## config.mk

```make
export PLATFORM = sky130hd
export DESIGN_NAME = cavlc_level_encode
export DESIGN_NICKNAME = d
export VERILOG_FILES = /design/src/rtl/cavlc_level_encode.sv
export SDC_FILE = /design/constraint.sdc
export NUM_CORES = 1
export LEC_CHECK = 0
export CAP_MARGIN = 20
export CELL_PAD_IN_SITES_DETAIL_PLACEMENT = 0
export CELL_PAD_IN_SITES_GLOBAL_PLACEMENT = 1
export CORE_ASPECT_RATIO = 0.5
export CORE_MARGIN = 2
export CORE_UTILIZATION = 31
export DETAILED_ROUTE_END_ITERATION = 10
export GPL_TIMING_DRIVEN = 0
export MAX_ROUTING_LAYER = met4
export PLACE_DENSITY = 0.58
export SKIP_LAST_GASP = 1
export SLEW_MARGIN = 20
export SYNTH_ARGS = -nofsm -noshare
export SYNTH_HDL_FRONTEND = slang
export SYNTH_SLANG_ARGS = --single-unit
```

## constraint.sdc

```tcl
create_clock -name Clk -period 10 [get_ports Clk]
set_clock_uncertainty 0.05 [all_clocks]
set_input_delay 1 -clock Clk [delete_from_list [all_inputs] [get_ports Clk]]
set_output_delay 1 -clock Clk [all_outputs]
set_load 0.05 [all_outputs]
```

## src/rtl/cavlc_level_encode.sv

```systemverilog
// cavlc_level_encode
// Turns the nonzero levels of one 4x4 block into CAVLC trailing-one sign bits
// and level_prefix/level_suffix codewords. The baseline 12-bit escape is used.
// Each codeword is emitted right-justified over a valid/ready handshake.
module cavlc_level_encode #(
   parameter int unsigned MAX_SUFFIX_LEN = 6
) (
   input  logic        Clk,
   input  logic        Reset,
   input  logic        Start,
   input  logic [4:0]  TotalCoeff,
   input  logic [1:0]  TrailingOnes,
   input  logic [12:0] LevelIn,
   input  logic        LevelValid,
   output logic        LevelRdy,
   output logic [27:0] CodeOut,
   output logic [4:0]  CodeLen,
   output logic        CodeValid,
   input  logic        CodeReady,
   output logic        Busy,
   output logic        Done,
   output logic        LevelErr
);

   localparam logic [2:0] SL_MAX = 3'(MAX_SUFFIX_LEN);

   typedef enum logic [1:0] {IDLE, RUN, FLUSH} state_t;

   state_t      state;
   logic [4:0]  tc;
   logic [4:0]  cnt;
   logic [1:0]  t1;
   logic [2:0]  sl;

   logic        neg;
   logic        is_t1;
   logic        first;
   logic        err;
   logic        take;
   logic [15:0] ext;
   logic [15:0] mag;
   logic [15:0] lc;
   logic [15:0] esc_base;
   logic [15:0] sfx;
   logic [15:0] val;
   logic [15:0] thresh;
   logic [3:0]  prefix;
   logic [3:0]  suflen;
   logic [4:0]  len;
   logic [2:0]  sl_one;
   logic [2:0]  sl_next;

   // A level may enter only while the output register is free or draining this cycle
   assign LevelRdy = (state == RUN) && (cnt < tc) && (!CodeValid || CodeReady);
   assign take     = LevelValid && LevelRdy;

   // Codeword, length, error and next suffixLength for the level on LevelIn
   always_comb begin
      neg      = LevelIn[12];
      ext      = {{3{LevelIn[12]}}, LevelIn};
      mag      = neg ? (~ext + 16'd1) : ext;
      is_t1    = cnt < {3'b000, t1};
      first    = cnt == {3'b000, t1};
      lc       = neg ? ((mag << 1) - 16'd1) : ((mag << 1) - 16'd2);
      if (first && t1 != 2'd3)
         lc = lc - 16'd2;
      esc_base = 16'd15 << sl;
      prefix   = '0;
      suflen   = '0;
      sfx      = '0;
      if (sl == 3'd0) begin
         if (lc < 16'd14) begin
            prefix = lc[3:0];
         end else if (lc < 16'd30) begin
            prefix = 4'd14;
            suflen = 4'd4;
            sfx    = lc - 16'd14;
         end else begin
            prefix = 4'd15;
            suflen = 4'd12;
            sfx    = lc - 16'd30;
         end
      end else begin
         if (lc < esc_base) begin
            prefix = 4'(lc >> sl);
            suflen = {1'b0, sl};
            sfx    = lc & ((16'd1 << sl) - 16'd1);
         end else begin
            prefix = 4'd15;
            suflen = 4'd12;
            sfx    = lc - esc_base;
         end
      end
      val = (16'd1 << suflen) | sfx;
      len = 5'(prefix) + 5'd1 + 5'(suflen);
      if (is_t1) begin
         val = {15'd0, neg};
         len = 5'd1;
         err = mag != 16'd1;
      end else begin
         // A first non-T1 level of +/-1 with T1<3 would go negative after the -2 adjust
         err = (mag == 16'd0) || (first && t1 != 2'd3 && mag == 16'd1) ||
               (suflen == 4'd12 && sfx[15:12] != 4'd0);
      end
      sl_one  = (sl == 3'd0) ? 3'd1 : sl;
      thresh  = 16'd3 << (sl_one - 3'd1);
      sl_next = (mag > thresh && sl_one < SL_MAX) ? sl_one + 3'd1 : sl_one;
   end

   // Block sequencing, output register and adaptive suffixLength
   always_ff @(posedge Clk or posedge Reset) begin
      if (Reset) begin
         state     <= IDLE;
         tc        <= '0;
         cnt       <= '0;
         t1        <= '0;
         sl        <= '0;
         CodeOut   <= '0;
         CodeLen   <= '0;
         CodeValid <= 1'b0;
         Busy      <= 1'b0;
         Done      <= 1'b0;
         LevelErr  <= 1'b0;
      end else begin
         Done <= 1'b0;
         case (state)
            IDLE: begin
               if (Start) begin
                  tc       <= TotalCoeff;
                  t1       <= TrailingOnes;
                  cnt      <= '0;
                  Busy     <= 1'b1;
                  LevelErr <= 1'b0;
                  sl       <= (TotalCoeff > 5'd10 && TrailingOnes != 2'd3) ? 3'd1 : 3'd0;
                  state    <= (TotalCoeff == 5'd0) ? FLUSH : RUN;
               end
            end
            RUN: begin
               if (CodeValid && CodeReady)
                  CodeValid <= 1'b0;
               if (take) begin
                  cnt <= cnt + 5'd1;
                  if (err) begin
                     LevelErr <= 1'b1;
                  end else begin
                     CodeValid <= 1'b1;
                     CodeOut   <= {12'd0, val};
                     CodeLen   <= len;
                     if (!is_t1)
                        sl <= sl_next;
                  end
                  if ((cnt + 5'd1) == tc)
                     state <= FLUSH;
               end
            end
            FLUSH: begin
               if (!CodeValid || CodeReady) begin
                  CodeValid <= 1'b0;
                  Done      <= 1'b1;
                  Busy      <= 1'b0;
                  state     <= IDLE;
               end
            end
            default: state <= IDLE;
         endcase
      end
   end

endmodule

```

==> flow_summary_export.csv, run 1 <==
group,metric,value,unit
cts,cts_inserted_buffers,5,
timing,period_share,91.8,%
placement,port_buffers,49,
timing,rsz0062_at_grt,"no",
critical_path,rrSetupSlack,2.98,ns
timing,setup_viol,0,
cts,cts-htree-levels,2,
logic_synthesis,yosys.area.top_type,"dfrtp_1",
cts,cts_tree,"built",
worst_hold_path,hold_start,"CodeOut[14]$_DFFE_PP0P_",
timing,fin_crit,9.18,ns
cts,cts.path.max_buffers,2,
timing,hold_viol,0,
critical_path,crit_path_end_kind,"register",
timing,tightest_slew,0.982,ns
routing,dr.pass1.iters,5,
finish,fillers,1989,
finish,drive_gt1_share,11.0,%
floorplan,die-area,0.0202,mm2
finish,final_nets,879,
finish,antenna_cells,0,
timing,slew_headroom,34.1,%
cts,cts_hold_buf,0,
critical_path,critPathRequiredTime,10.12,ns
cts,post_cts_buffers,0,
logic_synthesis,seq_area_frac_synth,17.8,%
floorplan,start_util,31.8,%
routing,drc,0,
floorplan,ioPinCount,63,
worst_hold_path,hold_path_class,"register to register",
routing,wl_per_cell,18.3,um
finish,area_growth,17.7,%
routing,routed_via_density,5.22,
logic_synthesis,synth_edf_count,0,
finish,seq_area,0.00105,mm2
worst_hold_path,holdPathEnd,"CodeOut[14]$_DFFE_PP0P_",
worst_hold_path,hold_path_depth,1,
logic_synthesis,yosys_register_bits,42,
critical_path,r2r_cells,26,
placement,dpl_worst_slack,0.638,ns
global_routing,grt_antenna_before_repair,0,
logic_synthesis,synth_most_common_cell,"nand2_1",
cts,root_buffer,"clkbuf_16",
finish,multiInputGateArea,0.00447,mm2
power_and_ir_drop,p_leak,2.87,nW
power_and_ir_drop,fin_total_pwr,1.93,mW
logic_synthesis,syn_area,0.00589,mm2
routing,vias,5564,
logic_synthesis,yosys-top-cells-count,"65 x nand2_1, 64 x nor2_1, 46 x ha_1, 46 x inv_1, 43 x o21ai_0",
cts,path_clk_slew,0.06,ns
logic_synthesis,ys_top_cells_by_area,"dfrtp_1 18%, ha_1 9.8%, nand2_1 4.1%, nor2_1 4.1%, xnor2_1 3.7%",
global_routing,grt_pass1_wl,31300,um
global_routing,first_global_vias,5518,
power_and_ir_drop,p_per_area,278,mW/mm2
logic_synthesis,ys_types,94,
timing,setup_tns,0,ns
placement,gp_congestion,0.870,
flow_run,maxCapViolCount,0,
floorplan,die_h,102,um
placement,dp.final_hpwl,15800,um
global_routing,grt_usage,20.5,%
critical_path,crit_fanout,10,
logic_synthesis,yosysWarnings,0,
cts,clk_latency,0.28,ns
floorplan,rows,35,
power_and_ir_drop,vdd_ir_drop_max,0.0889,mV
logic_synthesis,synth_top_area_share,17.8,%
status,status,"finished clean",
global_routing,grt_overflow,0,
routing,antenna_left,0,
critical_path,slowest_stage,"xnor2_1",
critical_path,crit_type,"primary input to register",
critical_path,r2r_start,"cnt[2]$_DFFE_PP0P_",
logic_synthesis,syn-mean-instance-area,7.99,um2
logic_synthesis,synth-main-ff-cell,"dfrtp_1",
floorplan,core_area,0.0185,mm2
timing,fmax,109,MHz
cts,post_cts_resized,0,
global_routing,grt_max_degree,25,
timing,final_max_slew_viol_count,0,
routing,drt-total-wl,19600,um
routing,dr.first_iter.drc_count,268,
critical_path,start_kind,"primary input",
timing,layout_setup_ws,0.820,ns
critical_path,critPathMaxStageDelay,0.80,ns
logic_synthesis,syn_inst,738,
logic_synthesis,async_flop_share,100,%
cts,numClockSinks,42,
critical_path,arrival,9.30,ns
critical_path,r2r-end,"CodeLen[4]$_DFFE_PP0P_",
floorplan,die_w,199,um
==> where the power goes <==
group | total [mW] | switching, mW | internal (mW)
Combinational | 1.47 | 0.937 | 0.537
Clock | 0.162 | 0.0693 | 0.0925
Sequential | 0.295 | 0.0580 | 0.238
==> per-layer routing <==
metal,wire [um],part of all wire [%],vias to the layer above,global-route usage (%)
met1,10200,52,2648,28.9
met3,588,3.0,12,1.80
met2,8520,44,100,32.5
met4,197,1.0,0,3.50
met5,0,0,-,-
li1,-,-,2804,-
==> worst max path at each step <==
stage | start | endpoint | slack, ns | cells past startpoint
3_3_place_gp | LevelIn[0] | CodeLen[4]$_DFFE_PP0P_ | 0.48 | 29
5_1_grt | LevelIn[0] | CodeLen[4]$_DFFE_PP0P_ | 0.25 | 32
6_report | LevelIn[12] | CodeLen[4]$_DFFE_PP0P_ | 0.82 | 31
3_5_place_dp | LevelIn[0] | CodeLen[4]$_DFFE_PP0P_ | 0.64 | 32
4_1_cts | LevelIn[0] | CodeLen[4]$_DFFE_PP0P_ | 0.90 | 32
2_1_floorplan | LevelIn[0] | CodeLen[4]$_DFFE_PP0P_ | 2.96 | 31
==> cells in the final DEF, fill, tap and decap left out, types with 11 or more instances in the layout <==
master	instances
a211oi_1	16
a21oi_1	36
and2_1	16
buf_4	14
clkbuf_1	24
clkdlybuf4s50_1	49
conb_1	12
dfrtp_1	42
ha_1	46
inv_1	45
mux2_4	13
mux2i_1	11
nand2_1	65
nand3_1	12
nor2_1	64
nor2b_1	11
nor3_1	13
o211ai_1	11
o21a_1	12
o21ai_0	43
o31ai_1	11
or3_1	11
xnor2_1	25
xor2_1	19
==> stage by stage <==
step | hold slack, ns | instance area [um2] | utilization [%] | std cells
after floorplan | 0.402 | 5940 | - | 749
after global placement | 0.424 | 6750 | 36.4 | 1057
after detailed placement | 0.431 | 6790 | 36.6 | 1058
after CTS | 0.446 | 6940 | 37.4 | 1066
after global routing | 0.479 | 6940 | 37.4 | 1066
final | 0.439 | 6940 | 37.4 | 1066
==> worst max-delay path, delay by kind of cell <==
family,cells,cell delay [ns]
multiplexers,1,0.28
AO/OA/AOI/OAI,11,2.12
adder cells (fa/ha/maj),4,1.27
buffers and inverters,7,2.47
XOR/XNOR,1,0.80
AND/OR/NAND/NOR,7,1.32
==> registers in the layout, indices dropped and copies added (netlist names) <==
| register | flops |
|---|---|
| sl | 3 |
| t1 | 2 |
| Busy | 1 |
| state | 2 |
| LevelErr | 1 |
| Done | 1 |
| CodeOut | 16 |
| CodeValid | 1 |
| CodeLen | 5 |
| tc | 5 |
| cnt | 5 |
==> kinds of logic after synthesis <==
family                   count (synthesis)  share of synthesized area (%)
AO/OA/AOI/OAI                          211                           25.0
XOR/XNOR                                51                           8.87
adder cells (fa/ha/maj)                 50                           10.8
buffers and inverters                   95                           7.34
flip-flops                              42                           17.8
multiplexers                            31                           7.09
other                                    1                         0.0636
AND/OR/NAND/NOR                        257                           23.0
==> layout make-up <==
cell class	instances	share of cell area, %
clock inverters	3	0.307
plain buffers	48	3.70
well taps	259	4.67
flip-flops and latches	42	15.2
inverters	47	2.54
repair buffers	50	7.36
multi-input cells	612	64.5
clock buffers	5	1.80
No activity file was read; power rests on OpenSTA's default activity.
==> run 2, diff against run 1 <==
Settings changed: ABC_CLOCK_PERIOD_IN_PS from default to 10000, CAP_MARGIN 20 to default, MAX_ROUTING_LAYER met4 to default.
==> run 2 against run 1 <==
Wire length about the same; flip-flop and latch count unchanged; final area unchanged; total power about the same; sequential power about the same; highest routed layer unchanged; die area unchanged; critical path type unchanged; largest power group unchanged; critical path depth increased by 1; setup slack improved by 0.0019 ns; final cell count unchanged; count of clock-buffer cells in the layout unchanged; combinational power about the same.
==> flow_summary_export.csv, run 2 (synthesis gave the netlist of run 1 again) <==
group,metric,value,unit
status,status,"finished clean",
cts,clk_latency,0.28,ns
critical_path,crit_path_end_kind,"register",
finish,fin_cells,1066,
global_routing,grt_usage,19.9,%
timing,hold_viol,0,
routing,wl_per_cell,18.3,um
timing,setup_viol,0,
critical_path,critPathRequiredTime,10.12,ns
floorplan,die_w,199,um
finish,antenna_cells,0,
placement,dp.final_hpwl,15800,um
critical_path,crit_fanout,10,
timing,slew_headroom,34.5,%
global_routing,grt_pass1_wl,31300,um
routing,routed_via_density,5.26,
cts,cts_hold_buf,0,
placement,gp_congestion,0.856,
floorplan,ioPinCount,63,
finish,regMostFlops,"CodeOut",
finish,layout_common_cells,"65 x nand2_1, 64 x nor2_1, 49 x clkdlybuf4s50_1, 46 x ha_1, 45 x inv_1",
finish,final_util,37.4,%
critical_path,path_buf_inv,8,
critical_path,crit_top_cell,"ha_1",
critical_path,slowest_stage,"clkdlybuf4s50_1",
critical_path,crit_type,"primary input to register",
global_routing,first_global_vias,5530,
finish,final_cell_area,0.00694,mm2
routing,vias,5602,
cts,cts-htree-levels,2,
power_and_ir_drop,fin_total_pwr,1.93,mW
cts,cts.path.max_buffers,2,
cts,path_clk_slew,0.06,ns
worst_hold_path,hold_start,"CodeOut[14]$_DFFE_PP0P_",
timing,layout_setup_ws,0.822,ns
global_routing,grt_overflow,0,
global_routing,grt_antenna_before_repair,0,
routing,drt-total-wl,19600,um
cts,numClockSinks,42,
timing,tightest_slew,0.975,ns
floorplan,rows,35,
floorplan,die_h,102,um
global_routing,grt_max_degree,25,
power_and_ir_drop,vdd_ir_drop_max,0.0883,mV
timing,hold_slack,0.440,ns
finish,drive_gt1_share,11.0,%
timing,setup_tns,0,ns
critical_path,r2r_start,"cnt[2]$_DFFE_PP0P_",
timing,rsz0062_at_grt,"no",
timing,period_share,91.8,%
routing,drc,0,
critical_path,critPathTopFamily,"buffers and inverters",
power_and_ir_drop,p_leak,2.87,nW
critical_path,arrival,9.30,ns
timing,final_max_slew_viol_count,0,
cts,root_buffer,"clkbuf_16",
placement,dpl_worst_slack,0.638,ns
finish,fillers,1989,
critical_path,start_kind,"primary input",
routing,dr.first_iter.drc_count,268,
placement,placed_area,0.00679,mm2
placement,port_buffers,49,
cts,post_cts_buffers,0,
floorplan,die-area,0.0202,mm2
floorplan,start_util,31.8,%
routing,dr.pass1.iters,5,
cts,cts_inserted_buffers,5,
cts,post_cts_resized,0,
power_and_ir_drop,p_per_area,278,mW/mm2
finish,area_growth,17.7,%
timing,fin_crit,9.18,ns
finish,largest_reg_flops,16,
critical_path,critPathMaxStageDelay,0.64,ns
timing,fmax,109,MHz
cts,cts_tree,"built",
placement,dp.cells,1058,
flow_run,maxCapViolCount,0,
finish,layout_commonest_cell,"nand2_1",
worst_hold_path,hold_path_class,"register to register",
critical_path,startpoint,"LevelIn[0]",
routing,antenna_left,0,
finish,final_nets,879,
floorplan,core_area,0.0185,mm2
[run 2: area by class of cell]
class	instances	area, um2	share of cell area [%]
buffer	48	256	3.70
clock buffer	5	125	1.80
clock inverter	3	21.3	0.307
inverter	47	176	2.54
multi-input combinational	612	4470	64.5
sequential	42	1050	15.2
tap	259	324	4.67
timing repair buffer	50	510	7.36
[run 2: routing by layer]
metal | share of wire, % | routed length (um) | GRT usage, %
met1 | 52 | 10200 | 28.9
met2 | 44 | 8550 | 32.4
met3 | 3.2 | 624 | 1.80
met4 | 1.0 | 195 | 3.50
met5 | 0 | 0 | 0
[run 2: final timing paths]
kind,end,slack (ns),depth (start not counted)
worst max-delay path,CodeLen[4]$_DFFE_PP0P_,0.82,32
worst min-delay path,CodeOut[14]$_DFFE_PP0P_,0.44,1
worst max register to register,CodeLen[4]$_DFFE_PP0P_,2.94,26
worst min register to register,CodeOut[14]$_DFFE_PP0P_,0.44,1
max in group asynchronous,sl[1]$_DFFE_PP0P_,8.44,3
min in group asynchronous,CodeLen[4]$_DFFE_PP0P_,0.98,2
[run 2: power breakdown]
group | total [mW] | internal [mW] | switching (mW)
Sequential | 0.296 | 0.238 | 0.0580
Combinational | 1.47 | 0.537 | 0.937
Clock | 0.162 | 0.0925 | 0.0692
Total | 1.93 | 0.867 | 1.06
==> run 3, diff against run 2 <==
Settings changed: CORE_UTILIZATION 31 to 47, CTS_CLUSTER_DIAMETER from default to 200, PLACE_DENSITY 0.58 to 0.84.
==> run 3 against run 2 <==
Critical path depth unchanged; sequential share of layout area increased by 0.27 points; setup slack improved by 0.12 ns; largest cell class unchanged.
==> flow_summary_export.csv, run 3 (synthesis gave the netlist of run 1 again) <==
group,metric,value,unit
global_routing,grt_max_degree,34,
power_and_ir_drop,vdd_ir_drop_max,0.179,mV
floorplan,die_w,162,um
floorplan,ioPinCount,63,
cts,cts-htree-levels,2,
routing,routed_via_density,5.93,
power_and_ir_drop,p_per_area,282,mW/mm2
critical_path,crit_fanout,10,
critical_path,slowest_stage,"clkdlybuf4s50_1",
placement,gp_congestion,0.989,
critical_path,start_kind,"primary input",
timing,hold_slack,0.442,ns
critical_path,arrival,9.18,ns
critical_path,critPathMaxStageDelay,0.66,ns
cts,cts_tree,"built",
global_routing,grt_overflow,0,
finish,final_cell_area,0.00681,mm2
timing,period_share,90.6,%
finish,largest_reg_flops,16,
floorplan,rows,28,
worst_hold_path,hold_path_class,"register to register",
finish,antenna_cells,0,
timing,final_max_slew_viol_count,0,
routing,drt-total-wl,18100,um
routing,vias,5766,
cts,path_clk_slew,0.06,ns
critical_path,critPathRequiredTime,10.12,ns
power_and_ir_drop,p_sw,1.05,mW
timing,slew_headroom,27.4,%
power_and_ir_drop,p_leak,2.87,nW
floorplan,die_h,83.2,um
cts,root_buffer,"clkbuf_16",
finish,drive_gt1_share,10.8,%
timing,hold_viol,0,
global_routing,first_global_vias,5361,
routing,dr.pass1.iters,5,
global_routing,grt_pass1_wl,29300,um
placement,port_buffers,49,
routing,dr.first_iter.drc_count,532,
floorplan,core_area,0.0120,mm2
finish,final_nets,879,
cts,post_cts_resized,0,
power_and_ir_drop,p_comb_share,76.1,%
global_routing,grt_antenna_before_repair,0,
floorplan,start_util,49.1,%
timing,setup_viol,0,
finish,layout_common_cells,"65 x nand2_1, 64 x nor2_1, 49 x clkdlybuf4s50_1, 46 x ha_1, 45 x inv_1",
routing,antenna_left,0,
power_and_ir_drop,seq_power_share,15.3,%
routing,drc,0,
power_and_ir_drop,p_int,0.873,mW
placement,placed_area,0.00666,mm2
cts,cts.path.max_buffers,2,
finish,layout_commonest_cell,"nand2_1",
critical_path,crit_type,"primary input to register",
cts,cts_inserted_buffers,5,
flow_run,maxCapViolCount,0,
finish,area_growth,15.6,%
global_routing,grt_usage,27.1,%
routing,wl_per_cell,18.6,um
floorplan,die-area,0.0135,mm2
critical_path,crit_top_cell,"ha_1",
status,status,"finished clean",
timing,fmax,110,MHz
cts,post_cts_buffers,0,
timing,setup_tns,0,ns
cts,cts_hold_buf,0,
cts,numClockSinks,42,
timing,fin_crit,9.06,ns
critical_path,crit_path_end_kind,"register",
power_and_ir_drop,clockPowerShare,8.6,%
timing,rsz0062_at_grt,"no",
placement,dp.final_hpwl,14400,um
cts,clk_latency,0.28,ns
finish,regMostFlops,"CodeOut",
power_and_ir_drop,swShare,54.5,%
timing,tightest_slew,1.08,ns
[run 3: changes by cell type in the layout (fill, tap and decap cells not counted), sizes merged]
| cell | before | now |
|---|---|---|
| clkinv | 2 | 1 |
| clkinvlp | 1 | 0 |
| clkbuf | 29 | 31 |
[run 3: cell type report]
class,count,area [um2]
Buffer,48,256
Clock buffer,7,143
Clock inverter,1,5.00
Fill cell,1176,5200
Inverter,47,176
Multi-Input combinational cell,612,4460
Sequential cell,42,1050
Tap cell,165,206
Timing Repair Buffer,50,510
[run 3: routing by layer]
layer	wire [um]	share of wire [%]	vias up	global-route usage (%)
met5	0	0	-	0
met4	274	1.5	0	5.87
met3	1200	6.7	19	3.40
met2	7530	42	197	40.7
met1	9050	50	2747	41.3
li1	-	-	2803	-
[run 3: worst paths after layout]
| path | cells after the start | slack (ns) | start | end |
|---|---|---|---|---|
| max | 32 | 0.94 | LevelIn[0] | CodeLen[4]$_DFFE_PP0P_ |
| min | 1 | 0.44 | CodeOut[14]$_DFFE_PP0P_ | CodeOut[14]$_DFFE_PP0P_ |
| max reg2reg | 27 | 3.11 | cnt[2]$_DFFE_PP0P_ | CodeLen[4]$_DFFE_PP0P_ |
| min reg2reg | 1 | 0.44 | CodeOut[14]$_DFFE_PP0P_ | CodeOut[14]$_DFFE_PP0P_ |
| max in group asynchronous | 3 | 8.55 | Reset | tc[0]$_DFFE_PP0P_ |
| min in group asynchronous | 2 | 0.91 | Reset | CodeOut[14]$_DFFE_PP0P_ |
[run 3: worst max-delay path: cells and delay by family]
kind                       cells  cell delay [ns]
muxes                          1             0.29
xor gates and xnor gates       1             0.42
buffers and inverters          8             2.53
adders and majority gates      5             1.53
and+or+nand+nor                9             1.70
AOI/OAI and AO/OA              8             1.69
[run 3: stage by stage]
stage	setup WS [ns]	utilization, %	std cells	total power [mW]
floorplan	2.96	-	749	1.31
global route	0.316	56.7	972	2.06
detailed placement	0.734	55.4	964	1.73
global placement	0.762	55.2	963	1.71
CTS	0.986	56.6	972	1.90
finish	0.940	56.7	972	1.92
[run 3: power groups by stage]
| stage | combinational, mW | clock, mW | sequential [mW] |
|---|---|---|---|
| floorplan | 0.897 | 0 | 0.417 |
| global placement | 1.41 | 0 | 0.293 |
| detailed placement | 1.43 | 0 | 0.296 |
| CTS | 1.44 | 0.167 | 0.294 |
| global route | 1.58 | 0.176 | 0.304 |
| finish | 1.46 | 0.164 | 0.294 |
==> edit, RTL diff (settings of run 1) <==
Change the parameter `MAX_SUFFIX_LEN` from 6 to 5.
--- a/src/rtl/cavlc_level_encode.sv
+++ b/src/rtl/cavlc_level_encode.sv
@@ -3,7 +3,7 @@
 // and level_prefix/level_suffix codewords. The baseline 12-bit escape is used.
 // Each codeword is emitted right-justified over a valid/ready handshake.
 module cavlc_level_encode #(
-   parameter int unsigned MAX_SUFFIX_LEN = 6
+   parameter int unsigned MAX_SUFFIX_LEN = 5
 ) (
    input  logic        Clk,
    input  logic        Reset,
Check against the original RTL: same outputs for any inputs over 4 cycles, from zero or initial values and one cycle with Reset high; that may be too few to reach the edited logic, so the function may still have changed.
==> edit against run 1 <==
- area after synthesis barely moved
- sequential cell count unchanged
- critical path depth shrank 1
- wire length increased by 3.5%
- design area is 0.11% lower
- setup slack worse by 20 ps
- power up 8.7%
- global-route usage rose by 0.63 points
==> edit: results (changes against run 1) <==
outcome:
  status: "completed"  # unchanged
global_routing:
  grt_pass1_wl_mm: 32.29  # was 31.33 mm
  track_usage_pct: 21.16  # was 20.53%
  grt_pass1_vias: 5598  # was 5518
  grt_max_degree: 27  # was 25
layout:
  num-nets-final: 892  # was 879
  regMostFlops: "CodeOut"  # unchanged
  antenna_cells: 0  # unchanged
  drive_above_1_share_pct: 10.98  # was 11.03%
logic_synthesis:
  synthDistinctLibCells: 93  # was 94
  yosysSeqAreaShare_pct: 17.85  # was 17.83%
  synth-main-ff-cell: "dfrtp_1"  # unchanged
  synth_area_leaders: "dfrtp_1, ha_1, nand2_1, xnor2_1, a21oi_1"  # was dfrtp_1, ha_1, nand2_1, nor2_1, xnor2_1
  synth_common_cells: "nand2_1, nor2_1, a21oi_1"  # was nand2_1, nor2_1, ha_1, inv_1, o21ai_0
  ys_warn_count: 0  # unchanged
timing:
  slew_headroom_pct: 29.17  # was 34.09%
clock_tree:
  clock_latency_ps: 280  # about the same
  clkTransAtPathRegs_ps: 60  # about the same
  clk_path_buf_depth: 2  # unchanged
  root_buffer: "clkbuf_16"  # unchanged
placement:
  port_buffers: 46  # was 49
  gp_congestion: 0.9285  # was 0.8699
  place_ws_ps: 460.8  # was 637.5 ps
  place_area_um2: 6735  # was 6789 µm²
  dp_hpwl_mm: 15.75  # was 15.82 mm
routing:
  wl_per_cell_um: 18.76  # was 18.34 µm
  routed_via_density: 5.339  # was 5.220
  drtIter0Drc: 375  # was 268
power_and_ir_drop:
  ir_drop_uv: 207.4  # was 88.94 µV
  leakage_nw: 2.790  # was 2.866 nW
  switching_power_mw: 1.146  # was 1.065 mW
setup_path:
  cp.arrival_ps: 9320  # was 9300 ps
  crit_path_max_incr_delay_ps: 760  # was 800 ps
[edit: routing by layer]
| layer | track usage [%] | part of all wire, % | up-vias | wire [µm] |
|---|---|---|---|---|
| met5 | - | 0 | - | 0 |
| met4 | 3.157 | 0.95 | 0 | 193 |
| li1 | - | - | 2849 | - |
| met3 | 1.832 | 4.1 | 13 | 835 |
| met1 | 31.68 | 54 | 2755 | 11000 |
| met2 | 31.20 | 41 | 144 | 8220 |
[edit: worst max-delay path: cells and delay by family]
family	cells	cell delay, ps
compound gates	11	2760
xor+xnor	2	930
fa+ha+maj	4	1380
buf+inv	4	1460
mux	1	280
simple gates	8	1480
[edit: cell families after synthesis]
group / share of synthesized area (%)
buffers and inverters: 7.924
XOR/XNOR: 7.797
AO/OA/AOI/OAI: 24.71
multiplexers: 7.457
adder cells (fa/ha/maj): 11.00
other: 0.06367
AND/OR/NAND/NOR: 23.20
flip-flops: 17.85
[edit: through the flow]
step / cells / hold slack (ps) / util [%] / power [mW]
final: 1079 / 448.7 / 37.40 / 2.099
after global routing: 1079 / 472.3 / 37.40 / 2.284
after CTS: 1079 / 447.6 / 37.26 / 2.090
after detailed placement: 1071 / 430.8 / 36.36 / 1.890
after global placement: 1070 / 420.7 / 36.25 / 1.895
after floorplan: 765 / 402.3 / - / 1.417
[edit: power by group through the flow]
stage                     clock network [mW]  logic, mW  registers (mW)
after floorplan                            0      0.973           0.443
after global placement                     0       1.59           0.303
after detailed placement                   0       1.59           0.304
after CTS                              0.190       1.60           0.302
after global routing                   0.200       1.77           0.312
final                                  0.185       1.61           0.301
[edit: cell type report]
| class | instances | area (µm²) |
|---|---|---|
| Buffer | 55 | 301.5 |
| Clock buffer | 6 | 128.9 |
| Clock inverter | 2 | 37.54 |
| Fill cell | 1997 | 11600 |
| Inverter | 44 | 165.2 |
| Multi-Input combinational cell | 624 | 4439 |
| Sequential cell | 42 | 1051 |
| Tap cell | 259 | 324.1 |
| Timing Repair Buffer | 47 | 480.5 |
[edit: worst paths after layout]
check                      startpoint          end  slack, ps  cells past startpoint
setup / recovery           LevelIn[0]   CodeLen[3]        800                     30
hold / removal                  tc[0]        tc[0]        450                      2
setup reg to reg               cnt[2]   CodeLen[3]       2830                     23
hold reg to reg                 tc[0]        tc[0]        450                      2
max in group asynchronous       Reset        t1[1]       8440                      3
min in group asynchronous       Reset  CodeOut[14]        970                      2
